===== src/rtl/player_motion_ctrl_if.sv =====
// Wall-collision checker handshake between player_motion_ctrl (master) and the checker (slave).
interface player_motion_ctrl_if;
  logic        chk_req;
  logic [10:0] chk_x;
  logic [10:0] chk_y;
  logic        chk_ack;
  logic        chk_hit;

  modport master (output chk_req, chk_x, chk_y, input chk_ack, chk_hit);
  modport slave  (input chk_req, chk_x, chk_y, output chk_ack, chk_hit);
endinterface


===== src/rtl/player_motion_ctrl.sv =====
// Per-frame player motion scheduler: samples a move at vblank start, arbitrates it against a wall checker.
// Define PLAYER_WRAP_EN to wrap out-of-range candidates instead of clamping them.
module player_motion_ctrl #(
  parameter int HLINES      = 640,
  parameter int VLINES      = 480,
  parameter int OBJ_W       = 40,
  parameter int OBJ_H       = 40,
  parameter int START_X     = 300,
  parameter int START_Y     = 220,
  parameter int ACK_TIMEOUT = 64
) (
  input  logic                        i_pixel_clk,
  input  logic                        i_reset,
  input  logic [10:0]                 i_hcounter,
  input  logic [10:0]                 i_vcounter,
  input  logic                        i_move_valid,
  input  logic [5:0]                  i_move_dx,
  input  logic [5:0]                  i_move_dy,
  player_motion_ctrl_if.master        chk,
  output logic [10:0]                 o_pos_x,
  output logic [10:0]                 o_pos_y,
  output logic                        o_busy,
  output logic                        o_frame_done
);

  // state     | meaning
  // IDLE      | wait for frame trigger      SAMPLE | latch command, form candidate
  // CHK_XY/X/Y| checker handshake per axis  COMMIT | load position, pulse frame_done
  typedef enum logic [2:0] {
    ST_IDLE, ST_SAMPLE, ST_CHK_XY, ST_CHK_X, ST_CHK_Y, ST_COMMIT
  } state_t;

  localparam int TW = $clog2(ACK_TIMEOUT + 1);
  localparam logic signed [11:0] X_MAX = 12'(HLINES - OBJ_W);
  localparam logic signed [11:0] Y_MAX = 12'(VLINES - OBJ_H);

  state_t r_state, w_state_nxt;

  logic [10:0]   r_pos_x, r_pos_y;
  logic [10:0]   r_cx, r_cy;
  logic [10:0]   r_new_x, r_new_y;
  logic          r_chk_req;
  logic [10:0]   r_chk_x, r_chk_y;
  logic [TW-1:0] r_tmo;

  logic               w_trigger;
  logic signed [11:0] w_sum_x, w_sum_y;
  logic [10:0]        w_cx, w_cy;
  logic               w_move;
  logic               w_in_chk;
  logic               w_chk_done;
  logic               w_blocked;
  logic               w_enter;
  logic [10:0]        w_nxt_x, w_nxt_y;

  function automatic logic [10:0] f_fit(input logic signed [11:0] v,
                                        input logic signed [11:0] lim);
`ifdef PLAYER_WRAP_EN
    if (v < 12'sd0)
      f_fit = 11'(v + lim + 12'sd1);
    else if (v > lim)
      f_fit = 11'(v - lim - 12'sd1);
    else
      f_fit = 11'(v);
`else
    if (v < 12'sd0)
      f_fit = '0;
    else if (v > lim)
      f_fit = 11'(lim);
    else
      f_fit = 11'(v);
`endif
  endfunction

  assign w_trigger = (i_hcounter == 11'd0) && (i_vcounter == 11'(VLINES));
  assign w_sum_x   = $signed({1'b0, r_pos_x}) + $signed({{6{i_move_dx[5]}}, i_move_dx});
  assign w_sum_y   = $signed({1'b0, r_pos_y}) + $signed({{6{i_move_dy[5]}}, i_move_dy});
  assign w_cx      = f_fit(w_sum_x, X_MAX);
  assign w_cy      = f_fit(w_sum_y, Y_MAX);
  assign w_move    = i_move_valid && ((w_cx != r_pos_x) || (w_cy != r_pos_y));

  always_ff @(posedge i_pixel_clk) begin
    if (i_reset)
      r_state <= ST_IDLE;
    else
      r_state <= w_state_nxt;
  end

  always_comb begin
    w_state_nxt = r_state;
    case (r_state)
      ST_IDLE:   if (w_trigger) w_state_nxt = ST_SAMPLE;
      ST_SAMPLE: w_state_nxt = w_move ? ST_CHK_XY : ST_COMMIT;
      ST_CHK_XY: if (w_chk_done)
                   w_state_nxt = !w_blocked ? ST_COMMIT :
                                 (r_cx != r_pos_x) ? ST_CHK_X : ST_CHK_Y;
      ST_CHK_X:  if (w_chk_done)
                   w_state_nxt = (w_blocked && (r_cy != r_pos_y)) ? ST_CHK_Y : ST_COMMIT;
      ST_CHK_Y:  if (w_chk_done) w_state_nxt = ST_COMMIT;
      ST_COMMIT: w_state_nxt = ST_IDLE;
      default:   w_state_nxt = ST_IDLE;
    endcase
  end

  always_comb begin
    o_busy       = (r_state != ST_IDLE);
    o_frame_done = (r_state == ST_COMMIT);
    w_in_chk     = (r_state == ST_CHK_XY) || (r_state == ST_CHK_X) || (r_state == ST_CHK_Y);
    // ack only counts in a request-high cycle; the timer ends a silent check
    w_chk_done   = w_in_chk && r_chk_req && (chk.chk_ack || (r_tmo == '0));
    w_blocked    = chk.chk_ack ? chk.chk_hit : 1'b1;
    w_enter      = (w_state_nxt != r_state) &&
                   ((w_state_nxt == ST_CHK_XY) || (w_state_nxt == ST_CHK_X) ||
                    (w_state_nxt == ST_CHK_Y));
    w_nxt_x      = r_pos_x;
    w_nxt_y      = r_pos_y;
    case (w_state_nxt)
      ST_CHK_XY: begin w_nxt_x = w_cx;    w_nxt_y = w_cy;    end
      ST_CHK_X:  begin w_nxt_x = r_cx;    w_nxt_y = r_pos_y; end
      ST_CHK_Y:  begin w_nxt_x = r_pos_x; w_nxt_y = r_cy;    end
      default:   ;
    endcase
  end

  always_ff @(posedge i_pixel_clk) begin
    if (i_reset) begin
      r_pos_x   <= 11'(START_X);
      r_pos_y   <= 11'(START_Y);
      r_cx      <= '0;
      r_cy      <= '0;
      r_new_x   <= 11'(START_X);
      r_new_y   <= 11'(START_Y);
      r_chk_req <= 1'b0;
      r_chk_x   <= '0;
      r_chk_y   <= '0;
      r_tmo     <= '0;
    end else begin
      case (r_state)
        ST_SAMPLE: begin
          r_cx    <= w_cx;
          r_cy    <= w_cy;
          r_new_x <= r_pos_x;
          r_new_y <= r_pos_y;
        end
        ST_CHK_XY: if (w_chk_done && !w_blocked) begin r_new_x <= r_cx; r_new_y <= r_cy; end
        ST_CHK_X:  if (w_chk_done && !w_blocked) begin r_new_x <= r_cx; r_new_y <= r_pos_y; end
        ST_CHK_Y:  if (w_chk_done && !w_blocked) begin r_new_x <= r_pos_x; r_new_y <= r_cy; end
        ST_COMMIT: begin r_pos_x <= r_new_x; r_pos_y <= r_new_y; end
        default: ;
      endcase

      // request stays low in the entry cycle so successive checks are separated
      if (w_enter) begin
        r_chk_x   <= w_nxt_x;
        r_chk_y   <= w_nxt_y;
        r_chk_req <= 1'b0;
        r_tmo     <= TW'(ACK_TIMEOUT - 1);
      end else if (w_in_chk) begin
        if (!r_chk_req)
          r_chk_req <= 1'b1;
        else if (w_chk_done)
          r_chk_req <= 1'b0;
        else
          r_tmo <= r_tmo - 1'b1;
      end
    end
  end

  assign chk.chk_req = r_chk_req;
  assign chk.chk_x   = r_chk_x;
  assign chk.chk_y   = r_chk_y;
  assign o_pos_x     = r_pos_x;
  assign o_pos_y     = r_pos_y;

endmodule


===== src/flat_wrapper.sv =====
// flat-port wrapper written by rule: the top's interface ports become plain ports
module player_motion_ctrl_flat 
#(
  parameter int HLINES      = 640,
  parameter int VLINES      = 480,
  parameter int OBJ_W       = 40,
  parameter int OBJ_H       = 40,
  parameter int START_X     = 300,
  parameter int START_Y     = 220,
  parameter int ACK_TIMEOUT = 64
)
  (i_pixel_clk, i_reset, i_hcounter, i_vcounter, i_move_valid, i_move_dx, i_move_dy, o_pos_x, o_pos_y, o_busy, o_frame_done, chk_chk_req, chk_chk_x, chk_chk_y, chk_chk_ack, chk_chk_hit);
  player_motion_ctrl_if chk_i ();
  input  logic i_pixel_clk;
  input  logic i_reset;
  input  logic [10:0] i_hcounter;
  input  logic [10:0] i_vcounter;
  input  logic i_move_valid;
  input  logic [5:0] i_move_dx;
  input  logic [5:0] i_move_dy;
  output logic [10:0] o_pos_x;
  output logic [10:0] o_pos_y;
  output logic o_busy;
  output logic o_frame_done;
  output wire logic [$bits(chk_i.chk_req)-1:0] chk_chk_req;
  output wire logic [$bits(chk_i.chk_x)-1:0] chk_chk_x;
  output wire logic [$bits(chk_i.chk_y)-1:0] chk_chk_y;
  input wire logic [$bits(chk_i.chk_ack)-1:0] chk_chk_ack;
  input wire logic [$bits(chk_i.chk_hit)-1:0] chk_chk_hit;
  assign chk_chk_req = chk_i.chk_req;
  assign chk_chk_x = chk_i.chk_x;
  assign chk_chk_y = chk_i.chk_y;
  assign chk_i.chk_ack = chk_chk_ack;
  assign chk_i.chk_hit = chk_chk_hit;
  player_motion_ctrl #(.HLINES(HLINES), .VLINES(VLINES), .OBJ_W(OBJ_W), .OBJ_H(OBJ_H), .START_X(START_X), .START_Y(START_Y), .ACK_TIMEOUT(ACK_TIMEOUT)) u_core (.i_pixel_clk(i_pixel_clk), .i_reset(i_reset), .i_hcounter(i_hcounter), .i_vcounter(i_vcounter), .i_move_valid(i_move_valid), .i_move_dx(i_move_dx), .i_move_dy(i_move_dy), .chk(chk_i), .o_pos_x(o_pos_x), .o_pos_y(o_pos_y), .o_busy(o_busy), .o_frame_done(o_frame_done));
endmodule

===== config.mk =====
export PLATFORM = sky130hd
export DESIGN_NAME = player_motion_ctrl_flat
export DESIGN_NICKNAME = d
export VERILOG_FILES = /design/src/rtl/player_motion_ctrl_if.sv /design/src/rtl/player_motion_ctrl.sv /design/src/flat_wrapper.sv
export SDC_FILE = /design/constraint.sdc
export NUM_CORES = 1
export LEC_CHECK = 0
export CAP_MARGIN = 20
export CORE_ASPECT_RATIO = 0.75
export CORE_MARGIN = 2
export CORE_UTILIZATION = 59
export DETAILED_ROUTE_END_ITERATION = 7
export DONT_BUFFER_PORTS = 1
export PLACE_DENSITY = 0.77
export SLEW_MARGIN = 20
export SYNTH_ARGS = -nofsm -noshare
export SYNTH_HDL_FRONTEND = slang
export SYNTH_SLANG_ARGS = --single-unit

===== constraint.sdc =====
create_clock -name i_pixel_clk -period 3.6 [get_ports i_pixel_clk]
set_input_delay 0.36 -clock i_pixel_clk [delete_from_list [all_inputs] [get_ports i_pixel_clk]]
set_output_delay 0.36 -clock i_pixel_clk [all_outputs]
set_load 0.05 [all_outputs]

; Word level (Yosys, flattened, before mapping)
; Cells that the tools add are included.
; W data, S select, Z words.
[op_classes]
addsub = 3
n_lt_le_gt_ge = 4
n_eq_ne = 19
muxes = 28
n_bitwise = 1
n_reduce_logical = 29
[op_table]
columns = operator, n
row1 = $mux W11, 8
row2 = $pmux W11 S3, 2
row3 = $ne A11 B11 Y1, 4
row4 = $pmux W11 S2, 2
row5 = $add A12 B6 Y12, 2
row6 = $lt A12 B1 Y1 const B, 2
row7 = $mux W6, 4
row8 = $mux W3, 7
row9 = $pmux W3 S5, 1
row10 = $eq A3 B2 Y1 const B, 4
row11 = $gt A12 B10 Y1 const B, 1
row12 = $gt A12 B11 Y1 const B, 1
row13 = $reduce_and A3 Y1, 4
row14 = $eq A11 B9 Y1 const B, 1
row15 = $logic_not A11 Y1, 1
row16 = $eq A3 B3 Y1 const B, 3
row17 = $reduce_bool A3 Y1, 3
row18 = $logic_and A1 B1 Y1, 7
row19 = $logic_not A7 Y1, 1
row20 = $sub A7 B1 Y7 const B, 1
row21 = $logic_or A1 B1 Y1, 6
row22 = $ne A2 B2 Y1 const B, 3
row23 = $reduce_or A2 Y1, 3
row24 = $mux W1, 4
row25 = 7 further kinds, 9
[word_totals]
register_bits = 99
in_bits = 39
output_inout_bits = 47
word_cells = 96

; Depth between registers and ports, before layout
[logic_depth]
word_depth = 15
ltp_mapped = 18
ltp_nobuf = 15

; Worst setup path after synthesis
; Ideal clock, no wire load.
[synth_path]
path_type = reg-to-reg
start = reg u_core.r_pos_x[0], in the netlist u_core.o_pos_x[0]
end = reg u_core.r_chk_y[2], in the netlist u_core.chk.chk_y[2]
setup_time_ps = 81
arrival_ps = 4112
t_required_ps = 3519
path_slack_ps = -593
stages_incl_launch_ff = 18
n_path_buf = 2
synth_period_minus_slack_ps = 4193
cell_sequence = dfxtp_1 -> ha_1 -> inv_1 -> fa_1 -> nor2b_1 -> o311a_1 -> o22ai_4 -> mux2_4 -> nand2b_1 -> buf_2 -> a21oi_2 -> a221oi_1 -> nand3_1 -> and4_1 -> and3_4 -> buf_6 -> or4_1 -> a41oi_1
[synth_between]
elab_chain_len = 13
word_cells_on_any_way = 22
cone_classes = add/sub (1) / order compare (2) / eq/ne (6) / mux (8) / reduce/logical (5)
[synth_rtl]
columns = element, line_no
row1 = start: declaration, player_motion_ctrl.sv:39  ; logic [10:0] r_pos_x, r_pos_y;
row2 = start signal: assignment, player_motion_ctrl.sv:127  ; r_pos_x <= 11'(START_X);
row3 = start signal: assignment, player_motion_ctrl.sv:148  ; ST_COMMIT: begin r_pos_x <= r_new_x; r_pos_y <= r_new_y; end
row4 = $add A12 B6 Y12, player_motion_ctrl.sv:76  ; assign w_sum_x = $signed({1'b0, r_pos_x}) + $signed({{6{i_move_dx[5]}}, i_move_dx});
row5 = $gt A12 B11 Y1, player_motion_ctrl.sv:68  ; else if (v > lim)
row6 = $mux W11, player_motion_ctrl.sv:68
row7 = $mux W11, player_motion_ctrl.sv:66  ; if (v < 12'sd0)
row8 = $ne A11 B11 Y1, player_motion_ctrl.sv:80  ; assign w_move = i_move_valid && ((w_cx != r_pos_x) || (w_cy != r_pos_y));
row9 = $logic_or A1 B1 Y1, player_motion_ctrl.sv:80
row10 = $logic_and A1 B1 Y1, player_motion_ctrl.sv:80
row11 = $mux W3, player_motion_ctrl.sv:93  ; ST_SAMPLE: w_state_nxt = w_move ? ST_CHK_XY : ST_COMMIT;
row12 = $pmux W3 S5 *, player_motion_ctrl.sv:91  ; case (r_state)
row13 = "$eq A3 B2 Y1, on equally long branches", "player_motion_ctrl.sv:113, player_motion_ctrl.sv:117"
row14 = $logic_or A1 B1 Y1 (2 in a row), player_motion_ctrl.sv:113  ; ((w_state_nxt == ST_CHK_XY) || (w_state_nxt == ST_CHK_X) ||
row15 = $logic_and A1 B1 Y1, player_motion_ctrl.sv:112  ; w_enter = (w_state_nxt != r_state) &&
row16 = end signal: assignment, player_motion_ctrl.sv:155  ; r_chk_y <= w_nxt_y;
row17 = end: declaration, player_motion_ctrl.sv:43  ; logic [10:0] r_chk_x, r_chk_y;
; Mark *: on every way between the ends. The rest lies on a longest branch, timed or not.
; A chain may end at the register's enable or synchronous reset.

; Final worst setup path
[layout_path]
start = reg u_core.r_pos_x[0], in the netlist u_core.o_pos_x[0]
end = reg u_core.r_chk_y[4], in the netlist u_core.chk.chk_y[4]
; The elaborated chain is that of the path after synthesis.

==> summary by stage <==
Clock network
The latest clock arrival within the worst-skew pair is around 0.36 ns. The H-tree depth reported by CTS is 3. The clock-pin slew on the worst setup and hold paths is approximately 0.080 ns. The tree is rooted in a sky130_fd_sc_hd__clkbuf_16. The quantity of hold-fixing buffers added after cts is 0. The maximum root-to-sink buffer count is 2. Counting the buffers created by CTS gives 9. TritonCTS built the clock tree. The number of clock sinks is 99.

Timing
Setup repair after global routing could not meet its margin everywhere. Between clock sinks in the finished design, the worst skew comes to between 0.01 and 0.015 ns. The transition time at the pin with the least slew margin is just over 1 ns. The number of hold violations in the final report came to 0. Across all setup checks in the final design, the least slack found is -0.333 ns. The remaining max-slew budget at the tightest pin is around 31%. The final setup violation count is 32. The fraction of the cycle the final worst path needs is 109%. The final period demand of the worst path is 3.93 ns. The max-slew violation total from the final report came to 0. Derived from the worst setup path, the maximum achievable clock frequency is between 0.2 and 0.3 GHz.

Routing
In this run, the number of DRC markers left after iteration 0 of detailed routing was 879. For this run, design rule violations remaining after detail routing come to 0. Using the TritonRoute via totals, the vias-per-cell ratio works out to 6.69. The final routed wire length divided by cell count is 22.2 um.

After detailed routing, the total wire length is roughly 26 mm. Once detail routing completed, the nets flagged for antenna violations numbered 0. For this run, the detailed router's first-pass iteration total came to 6.

The detailed-route via count is roughly 8000.

Place
The setup slack after placement is -0.382 ns. Summing all placed instances gives a cell area of between 8000 and 9000 um2. The HPWL after detailed placement is between 15 and 20 mm. The routability congestion estimate from global placement is 0.973. During placement, the flow inserted port buffers numbering 0.

Layout
Once layout is done, the placed cells without fillers occupy 9340 um2. The final layout net count is between 1000 and 1500. After filler insertion, the fill cell instance count of the layout stands at ~740. The antenna diode instance count is 0. In the final layout, the share of cells above drive strength 1 is a little under a third.

The area overhead of the layout relative to synthesis is 34.9%.

Critical path
In this run the critical register-to-register path is captured at u_core.chk.chk_y[4]$_SDFFE_PP0P_. Data on the critical path is required at its endpoint by roughly 3.9 ns. The critical path goes through ha_4, inv_2, fa_2, nor2b_2, o311a_1, o22ai_4, mux2_4, o2111ai_4, a21oi_4, buf_6, a221oi_2, nand3_2, and4b_2, a211oi_4, buf_6, clkbuf_16, o21ai_1, a41oi_1. The number of buffers and inverters on the critical path is 4. Data arrives at the worst endpoint at between 4 and 5 ns. The worst register-to-register path begins at u_core.o_pos_x[0]$_SDFFE_PP0P_.

The slowest cell on the critical path is sky130_fd_sc_hd__o311a_1. The number of cells on the worst reg-to-reg path is 18. The nature of the critical path endpoint is a flop. Of all nets on the critical path, the largest fanout is 6.

The startpoint class of the critical path is a flop. The kind of cell with the highest combined delay on the critical path is compound AO/OA/AOI/OAI gates. The flop-to-flop setup slack is -0.33 ns. The cell repeated most along the worst path is sky130_fd_sc_hd__buf_6. By startpoint and endpoint, the worst setup path is classified as reg2reg. The maximum single-stage delay on the critical path is 0.39 ns.

Yosys
Summing every instance area after synthesis gives 6920 um2. Of the post-synthesis cell area, the dominant cell type holds between 20% and 30%. The top flip-flop cell by instance count after synthesis is sky130_fd_sc_hd__dfxtp_1.

The cell taking the most area after synthesis is sky130_fd_sc_hd__dfxtp_1. The post-synth net total is 966. In the synthesized netlist, the number of instances is 901. The synthesized area divided by synthesized cell count is 7.68 um2. The synthesized netlist contains between 90 and 100 unique library cells. After synthesis, flip-flops and latches occupy 28.6% of the total area. Counting flops with an async set or reset pin after synthesis yields a share of 0%.

Counting instances in the post-synthesis netlist gives the leading cell types as 139 x sky130_fd_sc_hd__nand2_1, 99 x sky130_fd_sc_hd__dfxtp_1, 73 x sky130_fd_sc_hd__nor2_1. The number of synthesized flops with an enable pin is 0. The dominant cell by count in the synthesized netlist is sky130_fd_sc_hd__nand2_1. After synthesis, the cell types taking the most area are sky130_fd_sc_hd__dfxtp_1 29%, sky130_fd_sc_hd__nand2_1 7.5%, sky130_fd_sc_hd__ha_1 4.3%.

The total of warnings raised by yosys is 0. After synthesis the netlist holds a flip-flop and latch count of roughly 100.

Pwr
The static leakage is 3.54 nW. The peak supply drop is roughly 0.28 mV. The total power density per cell area is 276 nW/um2.

Global routing
The largest net degree at the start of global routing is 62. The number of global-route vias before repair is between 7000 and 8000. The number of antenna violations at the first check in global routing came to 0. The overflow left after global routing is 0. The total routing resource utilization after global routing is about 40%.

The global-route wire length before repair is between 30 and 40 mm.

Floorplanning
The floorplan die width is between 100 and 150 um. The total area inside the core boundary comes to 11500 um2. In this run the vertical extent of the chip is a little under 100 um. The number of top-level pins is 86. Row generation in the floorplan step produced 34 rows. The initial utilization of the core area, before any placement, comes to about three fifths. The die covers between 10000 and 15000 um2.

Hold path
Along the worst hold path, the cell count comes to 1. The worst hold endpoint is u_core.chk.chk_req$_SDFFE_PP0N_. The path class of the lowest-slack min-delay path is in2reg. The startpoint identified for the worst hold timing path is i_reset.

Outcome
The checks that failed: negative setup slack. The flow ran to the end, but the final reports show violations.

Run
Across the run, the number of max-cap violations was 0.
==> report_power, final <==
| group | switching [mW] | leakage [nW] | internal, mW |
|---|---|---|---|
| sequential | 0.000000107 | 0.802 | 1.09 |
| combinational | 0.270 | 2.60 | 0.231 |
| clock | 0.501 | 0.142 | 0.490 |
==> routing by layer <==
layer  up-vias  share of wire [%]  track usage, %
met5         -                  0               0
met2       495                 47            65.4
li1       3517                  -               -
met1      3696                 38            47.9
met4         0                4.7            18.1
met3       135                 10            9.48
==> stage by stage <==
step / util, % / total power [mW] / cells / hold WS [ns] / setup TNS, ns
2_1_floorplan: - / 1.37 / 901 / 0.422 / -0.679
6_report: 81.0 / 2.58 / 1172 / 0.0585 / -7.33
3_3_place_gp: 70.2 / 1.52 / 1128 / 0.422 / -5.78
4_1_cts: 78.5 / 2.52 / 1164 / 0.0618 / -3.00
3_5_place_dp: 70.2 / 1.52 / 1128 / 0.431 / -8.45
5_1_grt: 81.0 / 2.64 / 1172 / 0.0545 / -11.46
==> timing repair <==
action,CTS,global route
pin swaps,25,10
endpoints found under the setup margin,33,33
resized for setup,92,39
buffers inserted,14,6
gates cloned,6,3
==> logic make-up after synthesis <==
group | synth area share (%)
and+or+nand+nor | 25.1
AOI/OAI and AO/OA | 26.9
DFF | 28.6
buffers and inverters | 5.19
xor gates and xnor gates | 6.06
adders and majority gates | 4.92
muxes | 3.20
==> state kept, by name, indices dropped and copies added (netlist names), 7 cells and up <==
register,cells
u_core.o_pos_x,11
u_core.r_new_x,11
u_core.chk.chk_x,11
u_core.r_cy,11
u_core.r_new_y,11
u_core.chk.chk_y,11
u_core.r_tmo,7
u_core.r_cx,11
u_core.o_pos_y,11
==> how the worst max path moves through the flow <==
stage / start / endpoint / depth (start not counted)
finish: u_core.o_pos_x[0]$_SDFFE_PP0P_ / u_core.chk.chk_y[4]$_SDFFE_PP0P_ / 18
global route: u_core.o_pos_x[4]$_SDFFE_PP0P_ / u_core.chk.chk_y[4]$_SDFFE_PP0P_ / 17
CTS: u_core.o_pos_y[0]$_SDFFE_PP0P_ / u_core.chk.chk_x[9]$_SDFFE_PP0P_ / 18
detailed placement: i_move_dy[1] / u_core.chk.chk_x[8]$_SDFFE_PP0P_ / 13
global placement: i_move_dy[4] / u_core.chk.chk_y[1]$_SDFFE_PP0P_ / 13
floorplan: u_core.o_pos_x[0]$_SDFFE_PP0P_ / u_core.chk.chk_y[2]$_SDFFE_PP0P_ / 16
==> layout make-up <==
type / instances / area, um2 / share of cell area, %
tap: 162 / 203 / 2.17
multi-input combinational: 716 / 5390 / 57.7
timing repair buffer: 154 / 1330 / 14.2
clock inverter: 7 / 67.6 / 0.723
clock buffer: 9 / 225 / 2.41
inverter: 25 / 93.8 / 1.00
sequential: 99 / 2030 / 21.8
==> worst reg2reg max path, stage by stage, from the launching register on <==
cell and delay, ns:
sky130_fd_sc_hd__dfxtp_4 0.35, sky130_fd_sc_hd__ha_4 0.16, sky130_fd_sc_hd__inv_2 0.05, sky130_fd_sc_hd__fa_2 0.21, sky130_fd_sc_hd__nor2b_2 0.05, sky130_fd_sc_hd__o311a_1 0.39, sky130_fd_sc_hd__o22ai_4 0.22, sky130_fd_sc_hd__mux2_4 0.37
sky130_fd_sc_hd__o2111ai_4 0.12, sky130_fd_sc_hd__a21oi_4 0.12, sky130_fd_sc_hd__buf_6 0.13, sky130_fd_sc_hd__a221oi_2 0.26, sky130_fd_sc_hd__nand3_2 0.17, sky130_fd_sc_hd__and4b_2 0.29, sky130_fd_sc_hd__a211oi_4 0.31, sky130_fd_sc_hd__buf_6 0.22
sky130_fd_sc_hd__clkbuf_16 0.18, sky130_fd_sc_hd__o21ai_1 0.07, sky130_fd_sc_hd__a41oi_1 0.19
==> cell usage in the layout (no fill, tap or decap), types with 9 or more instances in the layout <==
master and instances:
sky130_fd_sc_hd__dfxtp_4 11, sky130_fd_sc_hd__nor2_1 66, sky130_fd_sc_hd__ha_1 18, sky130_fd_sc_hd__nand3_1 33
sky130_fd_sc_hd__xor2_1 30, sky130_fd_sc_hd__nand4_1 10, sky130_fd_sc_hd__and2_1 13, sky130_fd_sc_hd__inv_1 20
sky130_fd_sc_hd__mux2i_1 14, sky130_fd_sc_hd__o21ai_1 15, sky130_fd_sc_hd__nand2_1 139, sky130_fd_sc_hd__clkbuf_16 11
sky130_fd_sc_hd__a211oi_1 10, sky130_fd_sc_hd__a21o_1 9, sky130_fd_sc_hd__buf_6 15, sky130_fd_sc_hd__dfxtp_1 81
sky130_fd_sc_hd__o21ai_0 20, sky130_fd_sc_hd__o211ai_1 10, sky130_fd_sc_hd__a21oi_1 54, sky130_fd_sc_hd__buf_4 132
sky130_fd_sc_hd__nor4_1 11, sky130_fd_sc_hd__nor3_1 13, sky130_fd_sc_hd__xnor2_1 10
Note: power is estimated with default switching activity, not from simulation.
